[src/rtl/cordic_share_ctrl.sv]
// cordic_share_ctrl: round-robin sharing of one pipelined CORDIC among NREQ requesters with tag-based result steering
module cordic_share_ctrl #(
  parameter int NREQ = 4,
  parameter int PHASE_W = 16,
  parameter int PIPE_LAT = 19,
  parameter int MAX_OUT = 4
) (
  input  logic                    clk,
  input  logic                    rst,
  input  logic [NREQ-1:0]         req_valid,
  input  logic [NREQ*PHASE_W-1:0] req_phase,
  output logic [NREQ-1:0]         req_ready,
  output logic                    cd_valid,
  output logic [PHASE_W-1:0]      cd_phase,
  input  logic signed [15:0]      cd_cos,
  input  logic signed [15:0]      cd_sin,
  output logic [NREQ-1:0]         rsp_valid,
  output logic signed [15:0]      rsp_cos,
  output logic signed [15:0]      rsp_sin,
  output logic                    busy
);
  localparam int IDW = NREQ > 1 ? $clog2(NREQ) : 1;
  localparam int CW = $clog2(MAX_OUT + 1);
  localparam logic [CW-1:0] MAXC = CW'(MAX_OUT);
  localparam logic [IDW:0] NQ = (IDW+1)'(NREQ);
  localparam logic [IDW-1:0] LAST = IDW'(NREQ - 1);
  logic [IDW-1:0]     r_rr;
  logic [CW-1:0]      r_out [NREQ];
  logic [PIPE_LAT:0]  r_tv;
  logic [IDW-1:0]     r_tid [PIPE_LAT+1];
  logic [NREQ-1:0]    w_elig, w_rot, w_ret_oh;
  logic [IDW:0]       w_off, w_sum;
  logic [IDW-1:0]     w_gid;
  logic               w_acc;
  logic [PHASE_W-1:0] w_phase;
  // a requester competes only while it still has credit left
  always_comb begin
    w_elig = '0;
    for (int i = 0; i < NREQ; i++) w_elig[i] = req_valid[i] && r_out[i] < MAXC;
  end
  assign w_rot = NREQ'({w_elig, w_elig} >> r_rr);
  // lowest set bit of the rotated vector is the first eligible index at or after the pointer
  always_comb begin
    w_off = '0;
    for (int k = NREQ - 1; k >= 0; k--) if (w_rot[k]) w_off = (IDW+1)'(k);
  end
  assign w_sum = w_off + {1'b0, r_rr};
  assign w_gid = w_sum >= NQ ? IDW'(w_sum - NQ) : w_sum[IDW-1:0];
  assign w_acc = |w_elig && !rst;
  assign req_ready = w_acc ? NREQ'(1) << w_gid : '0;
  assign w_ret_oh = r_tv[PIPE_LAT] ? NREQ'(1) << r_tid[PIPE_LAT] : '0;
  assign busy = |r_tv || |rsp_valid;
  // select the granted requester's phase
  always_comb begin
    w_phase = '0;
    for (int i = 0; i < NREQ; i++) if (req_ready[i]) w_phase = req_phase[i*PHASE_W +: PHASE_W];
  end
  // tag shift register tracks who owns each pipeline slot; only the valid bits need clearing
  always_ff @(posedge clk) begin
    r_tv <= rst ? '0 : {r_tv[PIPE_LAT-1:0], w_acc};
    r_tid[0] <= w_gid;
    for (int k = 1; k <= PIPE_LAT; k++) r_tid[k] <= r_tid[k-1];
  end
  // per-requester in-flight counters: +1 on accept, -1 on return, both cancel
  always_ff @(posedge clk)
    for (int i = 0; i < NREQ; i++) r_out[i] <= rst ? '0 : r_out[i] + CW'(req_ready[i]) - CW'(w_ret_oh[i]);
  // issue to the pipeline, advance the pointer, and register returning results
  always_ff @(posedge clk) begin
    if (rst) begin
      cd_valid  <= 1'b0;
      cd_phase  <= '0;
      r_rr      <= '0;
      rsp_valid <= '0;
      rsp_cos   <= '0;
      rsp_sin   <= '0;
    end else begin
      cd_valid  <= w_acc;
      rsp_valid <= w_ret_oh;
      if (w_acc) begin
        cd_phase <= w_phase;
        r_rr     <= w_gid == LAST ? '0 : w_gid + 1'b1;
      end
      if (r_tv[PIPE_LAT]) begin
        rsp_cos <= cd_cos;
        rsp_sin <= cd_sin;
      end
    end
  end
endmodule

[config.mk]
export PLATFORM = sky130hd
export DESIGN_NAME = cordic_share_ctrl
export DESIGN_NICKNAME = d
export VERILOG_FILES = /design/src/rtl/cordic_share_ctrl.sv
export SDC_FILE = /design/constraint.sdc
export NUM_CORES = 1
export LEC_CHECK = 0
export CAP_MARGIN = 30
export CORE_ASPECT_RATIO = 0.75
export CORE_MARGIN = 4
export CORE_UTILIZATION = 48
export DETAILED_ROUTE_END_ITERATION = 10
export GPL_ROUTABILITY_DRIVEN = 0
export PLACE_DENSITY = 0.81
export SLEW_MARGIN = 5
export SYNTH_ARGS = -nofsm -noshare
export SYNTH_HDL_FRONTEND = slang
export SYNTH_SLANG_ARGS = --single-unit
[constraint.sdc]
create_clock -name clk -period 6.2 [get_ports clk]
set_input_delay 1.55 -clock clk [delete_from_list [all_inputs] [get_ports clk]]
set_output_delay 1.55 -clock clk [all_outputs]
set_load 0.01 [all_outputs]
==> results of run 1 <==
==> state kept, by name, indices dropped and copies added (netlist names) <==
name,flops
r_tid,40
r_tv,20
rsp_sin,16
rsp_cos,16
cd_phase,16
r_rr,2
r_out,12
rsp_valid,4
==> cell usage after synthesis (7+ instances only) <==
cell,n,area share
clkbuf_1,32,0.022
nand2b_1,9,0.010
ha_1,11,0.025
and3_1,20,0.023
o2111ai_1,9,0.014
dfxtp_1,126,0.46
o221ai_2,8,0.022
a21boi_0,8,0.011
o221ai_1,8,0.013
o211ai_1,8,0.011
nand3_1,25,0.023
nor2_1,52,0.035
o32ai_1,7,0.011
nand2_1,18,0.012
o21ai_0,10,0.0091
a21oi_1,26,0.024
mux2i_1,39,0.071
a32oi_1,7,0.011
inv_1,15,0.010
nor2b_1,34,0.039
mux2_2,16,0.033
nor4b_1,11,0.017
==> cells by family after synthesis <==
| logic type | after synthesis | share of synthesized area |
|---|---|---|
| AO/OA/AOI/OAI | 102 | 0.145 |
| XOR/XNOR | 8 | 0.0127 |
| adder cells (fa/ha/maj) | 15 | 0.0395 |
| buffers and inverters | 61 | 0.0480 |
| flip-flops | 126 | 0.458 |
| multiplexers | 55 | 0.104 |
| AND/OR/NAND/NOR | 192 | 0.193 |
==> power groups by stage <==
stage	combinational, mW	sequential [mW]	clock [mW]
6_report	1.26	1.11	0.982
3_3_place_gp	1.16	1.12	0
3_5_place_dp	1.22	1.12	0
5_1_grt	1.37	1.13	1.03
2_1_floorplan	0.828	1.10	0
4_1_cts	1.25	1.11	0.992
==> cells in the final DEF, fill, tap and decap left out, drive strengths merged, types with 3 or more instances in the layout <==
cell,Yosys,layout
buf,13,24
a21oi,26,26
mux2i,39,39
nand2,18,18
clkinv,0,5
mux2,16,16
dfxtp,126,126
nor4b,11,11
nor4,7,7
xor2,4,4
nand3,25,25
xnor2,4,4
nor3b,4,4
a21boi,8,8
o21ai,10,10
nor2,52,52
nand2b,9,9
o221ai,16,16
o32ai,7,7
clkbuf,33,22
o2111ai,9,9
clkdlybuf4s50,0,155
fa,4,4
inv,15,15
ha,11,11
nor2b,34,34
and3,20,20
a32oi,7,7
clkinvlp,0,3
o211ai,8,8
==> worst register-to-register path, stage by stage, from the launching register on <==
cell	delay [ns]
dfxtp_1	0.62
nand3b_1	0.23
o21ai_0	0.18
nor2_1	0.09
o21ai_1	0.23
o2bb2ai_2	0.16
ha_1	0.24
nand2_1	0.11
a21o_1	0.24
o211a_4	0.18
ha_1	0.20
buf_4	0.23
nor2_1	0.54
buf_4	0.29
o221ai_1	0.14
o32ai_1	0.31
==> worst max-delay path by stage <==
stage                      start           end  slack (ns)  cells after the start
floorplan           req_valid[2]  req_ready[3]        0.48                     14
global placement    req_valid[2]  req_ready[1]        0.07                     10
detailed placement  req_valid[2]  req_ready[1]       -0.12                     10
CTS                 req_valid[2]  req_ready[1]        0.06                     10
global route        req_valid[2]  req_ready[1]        0.02                     12
finish              req_valid[2]  req_ready[1]        0.13                     10
==> metal layers <==
layer / GRT usage / vias up
li1: - / 2329
met1: 0.292 / 2350
met2: 0.389 / 222
met3: 0.0539 / 45
met4: 0.107 / 0
met5: 0 / -
==> area by class of cell <==
| class | instances | area, um2 |
|---|---|---|
| Clock buffer | 22 | 484 |
| Clock inverter | 10 | 111 |
| Fill cell | 804 | 3180 |
| Inverter | 15 | 56.3 |
| Multi-Input combinational cell | 372 | 2760 |
| Sequential cell | 126 | 2520 |
| Tap cell | 140 | 175 |
| Timing Repair Buffer | 182 | 1780 |
==> timing repair <==
action | CTS | global route
resized for setup | 7 | 3
gates cloned | 0 | 0
endpoints found under the hold margin | 0 | 0
setup endpoints to repair | 4 | 2
==> run_summary.xml, run 1 <==
<?xml version="1.0" encoding="UTF-8"?>
<metrics>
  <group name="run_status">
    <metric name="run_status" unit="">complete, no violations</metric>
  </group>
  <group name="route">
    <metric name="met1_layer_wirelength_in_the_final_routing" unit="um">6800</metric>
    <metric name="routed_wirelength" unit="um">15700</metric>
    <metric name="via_total_after_detailed_routing" unit="">4946</metric>
    <metric name="route.detailed.wl_per_inst" unit="um">18.2</metric>
    <metric name="drt-vias-per-instance" unit="">5.70</metric>
    <metric name="drtPass1Iterations" unit="">5</metric>
    <metric name="drcViolationCount" unit="">0</metric>
    <metric name="detail_route.iter0.violations" unit="">390</metric>
    <metric name="ant_nets" unit="">0</metric>
    <metric name="met3_wirelength" unit="um">974</metric>
    <metric name="met2_wire_len" unit="um">7570</metric>
    <metric name="dr.max_layer_used" unit="">met4</metric>
  </group>
  <group name="cells_and_area">
    <metric name="drive_gt1_frac" unit="">0.127</metric>
    <metric name="layoutNonFillerInstCount" unit="">867</metric>
    <metric name="final_nets" unit="">831</metric>
    <metric name="diodes" unit="">0</metric>
    <metric name="stdcell_area" unit="um2">7890</metric>
    <metric name="syn_to_final_growth" unit="%">43.3</metric>
    <metric name="final_cell_utilization_of_the_core" unit="">0.713</metric>
  </group>
  <group name="power">
    <metric name="sw_frac_of_total" unit="">0.335</metric>
    <metric name="p_sw" unit="mW">1.12</metric>
    <metric name="seq_power_share" unit="">0.331</metric>
    <metric name="p_leak" unit="nW">3.03</metric>
    <metric name="power" unit="mW">3.36</metric>
    <metric name="power_report.internal_total" unit="mW">2.23</metric>
    <metric name="power.share.combinational" unit="">0.376</metric>
    <metric name="clkPwrFrac" unit="">0.292</metric>
    <metric name="ir_drop_worst_case_vdd" unit="uV">248</metric>
    <metric name="power.density" unit="nW/um2">426</metric>
  </group>
  <group name="placement">
    <metric name="dp_worst_setup_slack" unit="ns">-0.123</metric>
    <metric name="hpwl" unit="um">11100</metric>
    <metric name="buffer_ports.inserted" unit="">159</metric>
    <metric name="place.detailed.instances" unit="">835</metric>
    <metric name="place_area" unit="um2">7260</metric>
  </group>
  <group name="clock_network">
    <metric name="cts-htree-levels" unit="">4</metric>
    <metric name="clk_transition_reported_paths" unit="ns">0.06</metric>
    <metric name="cts_made_buffers" unit="">17</metric>
    <metric name="worst_skew_pair.late_latency" unit="ns">0.40</metric>
    <metric name="cts_setup_buffers" unit="">0</metric>
    <metric name="tritoncts_sink_count" unit="">126</metric>
    <metric name="clock_tree.root_cell" unit="">clkbuf_16</metric>
    <metric name="cts_tree" unit="">done</metric>
    <metric name="cts_hold_repair.buffers" unit="">0</metric>
    <metric name="cts-root-to-sink-buffers" unit="">2</metric>
  </group>
  <group name="timing">
    <metric name="report.final.slew_viol_count" unit="">0</metric>
    <metric name="slew_headroom" unit="">0.384</metric>
    <metric name="timing.clock.skew" unit="ns">0.0103</metric>
    <metric name="timing.final.ws_setup" unit="ns">0.131</metric>
    <metric name="timing.final.setup_violations" unit="">0</metric>
    <metric name="timing.hold.ws" unit="ns">0.319</metric>
    <metric name="finalCritPeriodShare" unit="">0.979</metric>
    <metric name="maxClockFrequency" unit="GHz">0.165</metric>
    <metric name="layout_min_cycle_time" unit="ns">6.07</metric>
    <metric name="finalSetupTns" unit="ns">0</metric>
    <metric name="worst-slew-pin-transition" unit="ns">0.924</metric>
    <metric name="timing.final.hold_violations" unit="">0</metric>
    <metric name="rsz_0062_raised_after_global_routing" unit="">false</metric>
  </group>
  <group name="global_routing">
    <metric name="grt_first_pass_wirelength" unit="um">25000</metric>
    <metric name="first_global_vias" unit="">5090</metric>
    <metric name="grt_antenna_before_repair" unit="">0</metric>
    <metric name="grt_util_all_layers" unit="">0.233</metric>
    <metric name="grt_max_degree" unit="">85</metric>
    <metric name="global_route.overflow_total" unit="">0</metric>
  </group>
  <group name="hold_path">
    <metric name="holdCritPathClass" unit="">reg2reg</metric>
    <metric name="holdPathEnd" unit="">r_tid[3][4]</metric>
    <metric name="timing.hold.worst.start" unit="">r_tid[3][2]</metric>
    <metric name="worstHoldPathCells" unit="">0</metric>
  </group>
  <group name="die">
    <metric name="die_area" unit="um2">13300</metric>
    <metric name="core_area" unit="um2">11100</metric>
    <metric name="num_ports" unit="">160</metric>
    <metric name="die_h" unit="um">101</metric>
    <metric name="row_count" unit="">33</metric>
    <metric name="die_w" unit="um">132</metric>
    <metric name="initial_utilization" unit="">0.498</metric>
  </group>
  <group name="synthesis">
    <metric name="post_synth.cell_area_avg" unit="um2">9.85</metric>
    <metric name="synth-seq-cells" unit="">126</metric>
    <metric name="syn-instance-count" unit="">559</metric>
    <metric name="synth-seq-area-share" unit="">0.458</metric>
    <metric name="postSynth.topFlopCell" unit="">dfxtp_1</metric>
    <metric name="synthesis.nets" unit="">676</metric>
    <metric name="post_synth_num_cell_types" unit="">50</metric>
    <metric name="postSynth.asyncResetShare" unit="">0</metric>
    <metric name="ys.warnings.count" unit="">0</metric>
    <metric name="syn_area" unit="um2">5510</metric>
    <metric name="synth-edff-count" unit="">0</metric>
  </group>
  <group name="critical_path">
    <metric name="ff2ff_setup_slack" unit="ns">2.12</metric>
    <metric name="slowest_stage" unit="">clkdlybuf4s50_1</metric>
    <metric name="cp-end-kind" unit="">primary output</metric>
    <metric name="critical-path-top-delay-family" unit="">buffers and inverters</metric>
    <metric name="required" unit="ns">4.65</metric>
    <metric name="worstPathCellList" unit="">clkdlybuf4s50_1 -&gt; or3b_2 -&gt; nand2_2 -&gt; o21ai_1 -&gt; o2bb2ai_2 -&gt; ha_1 -&gt; a21o_1 -&gt; o211a_4 -&gt; nor3b_4 -&gt; clkdlybuf4s50_1</metric>
    <metric name="worstPathArrival" unit="ns">4.52</metric>
    <metric name="biggest_fanout_along_the_worst_timing_path" unit="">5</metric>
    <metric name="worst_path_most_repeated_cell" unit="">clkdlybuf4s50_1</metric>
    <metric name="critPathLaunchType" unit="">input pin</metric>
    <metric name="rr_endpoint" unit="">cd_phase[1]</metric>
    <metric name="timing.rr.start" unit="">r_rr[0]</metric>
    <metric name="critPathBufInv" unit="">2</metric>
    <metric name="worstRegToRegCells" unit="">15</metric>
    <metric name="path_class" unit="">in2out</metric>
    <metric name="critical-path-max-stage-delay" unit="ns">0.58</metric>
  </group>
  <group name="flow_run">
    <metric name="max_cap_violations" unit="">0</metric>
  </group>
</metrics>
Power figures use the tool's default switching activity.
==> run 2, diff against run 1 <==
--- a/config.mk
+++ b/config.mk
@@ -13,4 +13,5 @@
 export GPL_ROUTABILITY_DRIVEN = 0
 export PLACE_DENSITY = 0.81
+export REMOVE_ABC_BUFFERS = 1
 export SLEW_MARGIN = 5
 export SYNTH_ARGS = -nofsm -noshare
==> constraint.sdc (replaced) <==
create_clock -name clk -period 6.2 [get_ports clk]
set_input_delay 1.55 -clock clk [delete_from_list [all_inputs] [get_ports clk]]
set_output_delay 1.55 -clock clk [all_outputs]
set_load 0.005 [all_outputs]
==> run 2 against run 1 <==
Compared with the run above: die area unchanged; sequential power about the same; global-route usage down 0.068 points; non-clock buffer count up 1; maximum frequency up 1.2%; first-iteration DRC count up 2.1%; count of clock-buffer cells in the layout unchanged; worst hold slack better by 0.0023 ns; clock skew down 0.0016 ns; design area up 1.1%; routed wire length up 0.38%; critical endpoint unchanged.
==> run_summary.xml, run 2 (synthesized netlist as in run 1, its figures left out) <==
<?xml version="1.0" encoding="UTF-8"?>
<metrics>
  <group name="route">
    <metric name="routed_wirelength" unit="um">15800</metric>
    <metric name="detail_route.iter0.violations" unit="">398</metric>
    <metric name="via_total_after_detailed_routing" unit="">4913</metric>
    <metric name="route.detailed.wl_per_inst" unit="um">18.2</metric>
    <metric name="drcViolationCount" unit="">0</metric>
    <metric name="ant_nets" unit="">0</metric>
    <metric name="drtPass1Iterations" unit="">5</metric>
    <metric name="drt-vias-per-instance" unit="">5.66</metric>
  </group>
  <group name="global_routing">
    <metric name="grt_max_degree" unit="">85</metric>
    <metric name="grt_antenna_before_repair" unit="">0</metric>
    <metric name="global_route.overflow_total" unit="">0</metric>
    <metric name="grt_first_pass_wirelength" unit="um">24900</metric>
    <metric name="grt_util_all_layers" unit="">0.233</metric>
    <metric name="first_global_vias" unit="">4940</metric>
  </group>
  <group name="cells_and_area">
    <metric name="regMostFlops" unit="">r_tid</metric>
    <metric name="largest_register_ffs" unit="">40</metric>
    <metric name="final_nets" unit="">832</metric>
    <metric name="most_common_cell_after_layout_fill_and_taps_aside" unit="">clkdlybuf4s50_1</metric>
    <metric name="biggestRegsByFlops" unit="">r_tid (40), r_tv (20)</metric>
    <metric name="drive_gt1_frac" unit="">0.125</metric>
    <metric name="diodes" unit="">0</metric>
    <metric name="mostFrequentLayoutCells" unit="">157 x clkdlybuf4s50_1, 125 x dfxtp_1, 52 x nor2_1</metric>
    <metric name="syn_to_final_growth" unit="%">44.9</metric>
  </group>
  <group name="hold_path">
    <metric name="worstHoldPathCells" unit="">0</metric>
    <metric name="holdCritPathClass" unit="">reg2reg</metric>
    <metric name="timing.hold.worst.start" unit="">r_tid[1][2]</metric>
    <metric name="holdPathEnd" unit="">r_tid[1][4]</metric>
  </group>
  <group name="critical_path">
    <metric name="ff2ff_setup_slack" unit="ns">2.32</metric>
    <metric name="path_class" unit="">in2out</metric>
    <metric name="critical_path.startpoint" unit="">req_valid[1]</metric>
    <metric name="worstRegToRegCells" unit="">15</metric>
    <metric name="slowest_stage" unit="">clkdlybuf4s50_1</metric>
    <metric name="cp-end-kind" unit="">primary output</metric>
    <metric name="worstPathCellList" unit="">clkdlybuf4s50_1 -&gt; nand2b_1 -&gt; o21ai_0 -&gt; nor2_1 -&gt; o21ai_0 -&gt; o2bb2ai_1 -&gt; ha_1 -&gt; nand2_1 -&gt; a21o_1 -&gt; o211a_4 -&gt; nor3b_2 -&gt; clkdlybuf4s50_1</metric>
    <metric name="required" unit="ns">4.65</metric>
    <metric name="rr_endpoint" unit="">cd_phase[13]</metric>
    <metric name="worstPathArrival" unit="ns">4.45</metric>
    <metric name="biggest_fanout_along_the_worst_timing_path" unit="">5</metric>
    <metric name="timing.rr.start" unit="">r_rr[0]</metric>
    <metric name="critical-path-max-stage-delay" unit="ns">0.59</metric>
    <metric name="critPathLaunchType" unit="">input pin</metric>
  </group>
  <group name="die">
    <metric name="die_area" unit="um2">13300</metric>
    <metric name="core_area" unit="um2">11100</metric>
    <metric name="row_count" unit="">33</metric>
    <metric name="num_ports" unit="">160</metric>
    <metric name="initial_utilization" unit="">0.498</metric>
    <metric name="die_w" unit="um">132</metric>
    <metric name="die_h" unit="um">101</metric>
  </group>
  <group name="placement">
    <metric name="hpwl" unit="um">11000</metric>
    <metric name="buffer_ports.inserted" unit="">159</metric>
    <metric name="dp_worst_setup_slack" unit="ns">0.0393</metric>
  </group>
  <group name="timing">
    <metric name="finalSetupTns" unit="ns">0</metric>
    <metric name="rsz_0062_raised_after_global_routing" unit="">false</metric>
    <metric name="layout_min_cycle_time" unit="ns">6.00</metric>
    <metric name="timing.final.hold_violations" unit="">0</metric>
    <metric name="timing.final.ws_setup" unit="ns">0.205</metric>
    <metric name="report.final.slew_viol_count" unit="">0</metric>
    <metric name="timing.final.setup_violations" unit="">0</metric>
    <metric name="worst-slew-pin-transition" unit="ns">0.937</metric>
    <metric name="slew_headroom" unit="">0.375</metric>
    <metric name="finalCritPeriodShare" unit="">0.967</metric>
    <metric name="maxClockFrequency" unit="GHz">0.167</metric>
    <metric name="timing.clock.skew" unit="ns">0.00873</metric>
  </group>
  <group name="clock_network">
    <metric name="tritoncts_sink_count" unit="">126</metric>
    <metric name="clk_transition_reported_paths" unit="ns">0.05</metric>
    <metric name="worst_skew_pair.late_latency" unit="ns">0.40</metric>
    <metric name="cts_hold_repair.buffers" unit="">0</metric>
    <metric name="cts-root-to-sink-buffers" unit="">2</metric>
    <metric name="cts-htree-levels" unit="">4</metric>
    <metric name="cts_made_buffers" unit="">17</metric>
    <metric name="clock_tree.root_cell" unit="">clkbuf_16</metric>
    <metric name="cts_tree" unit="">done</metric>
    <metric name="cts_setup_buffers" unit="">0</metric>
  </group>
  <group name="power">
    <metric name="ir_drop_worst_case_vdd" unit="uV">379</metric>
    <metric name="power" unit="mW">3.49</metric>
    <metric name="power.density" unit="nW/um2">437</metric>
    <metric name="p_leak" unit="nW">3.05</metric>
  </group>
  <group name="run_status">
    <metric name="run_status" unit="">complete, no violations</metric>
  </group>
  <group name="flow_run">
    <metric name="max_cap_violations" unit="">0</metric>
  </group>
</metrics>
[run 2: report_power, final]
| part | internal, mW | total [mW] | switching [mW] | leakage, nW |
|---|---|---|---|---|
| clock | 0.797 | 1.14 | 0.343 | 0.336 |
| combinational | 0.585 | 1.24 | 0.652 | 1.68 |
| sequential | 1.01 | 1.11 | 0.0990 | 1.04 |
[run 2: worst max-delay path, delay by kind of cell]
family / cells / cell delay [ns]
buf+inv: 2 / 1.10
compound gates: 5 / 0.94
fa+ha+maj: 1 / 0.29
simple gates: 4 / 0.57
[run 2: worst max-delay path by stage]
stage / end / slack (ns) / cells after the start
2_1_floorplan: req_ready[3] / 0.15 / 10
3_3_place_gp: req_ready[1] / 0.09 / 10
3_5_place_dp: req_ready[2] / 0.04 / 11
4_1_cts: req_ready[3] / 0.07 / 12
5_1_grt: req_ready[1] / 0.05 / 12
6_report: req_ready[1] / 0.20 / 12
[run 2: final cells by class]
cell class,count,area [um2]
multi-input cells,372,2750
fillers,826,3090
repair buffers,183,1790
inverters,15,56.3
clock buffers,22,484
clock inverters,10,206
flip-flops and latches,126,2520
well taps,140,175
[run 2: repair_timing]
action                     4_1_cts  5_1_grt
pin swaps                        0        0
resized for setup                2        2
setup endpoints to repair        2        3
[run 2: through the flow]
step / util / cells / hold slack (ns) / area (um2)
global placement: 0.654 / 834 / 0.311 / 7230
floorplan: - / 513 / 0.310 / 5300
detailed placement: 0.657 / 836 / 0.312 / 7270
global route: 0.721 / 868 / 0.324 / 7980
finish: 0.721 / 868 / 0.322 / 7980
CTS: 0.720 / 868 / 0.323 / 7970
[run 2: per-layer routing]
| metal | share of wire | global-route usage | vias up |
|---|---|---|---|
| li1 | - | - | 2323 |
| met3 | 0.064 | 0.0459 | 25 |
| met4 | 0.016 | 0.0928 | 0 |
| met5 | 0 | 0 | - |
| met1 | 0.43 | 0.294 | 2364 |
| met2 | 0.49 | 0.396 | 201 |
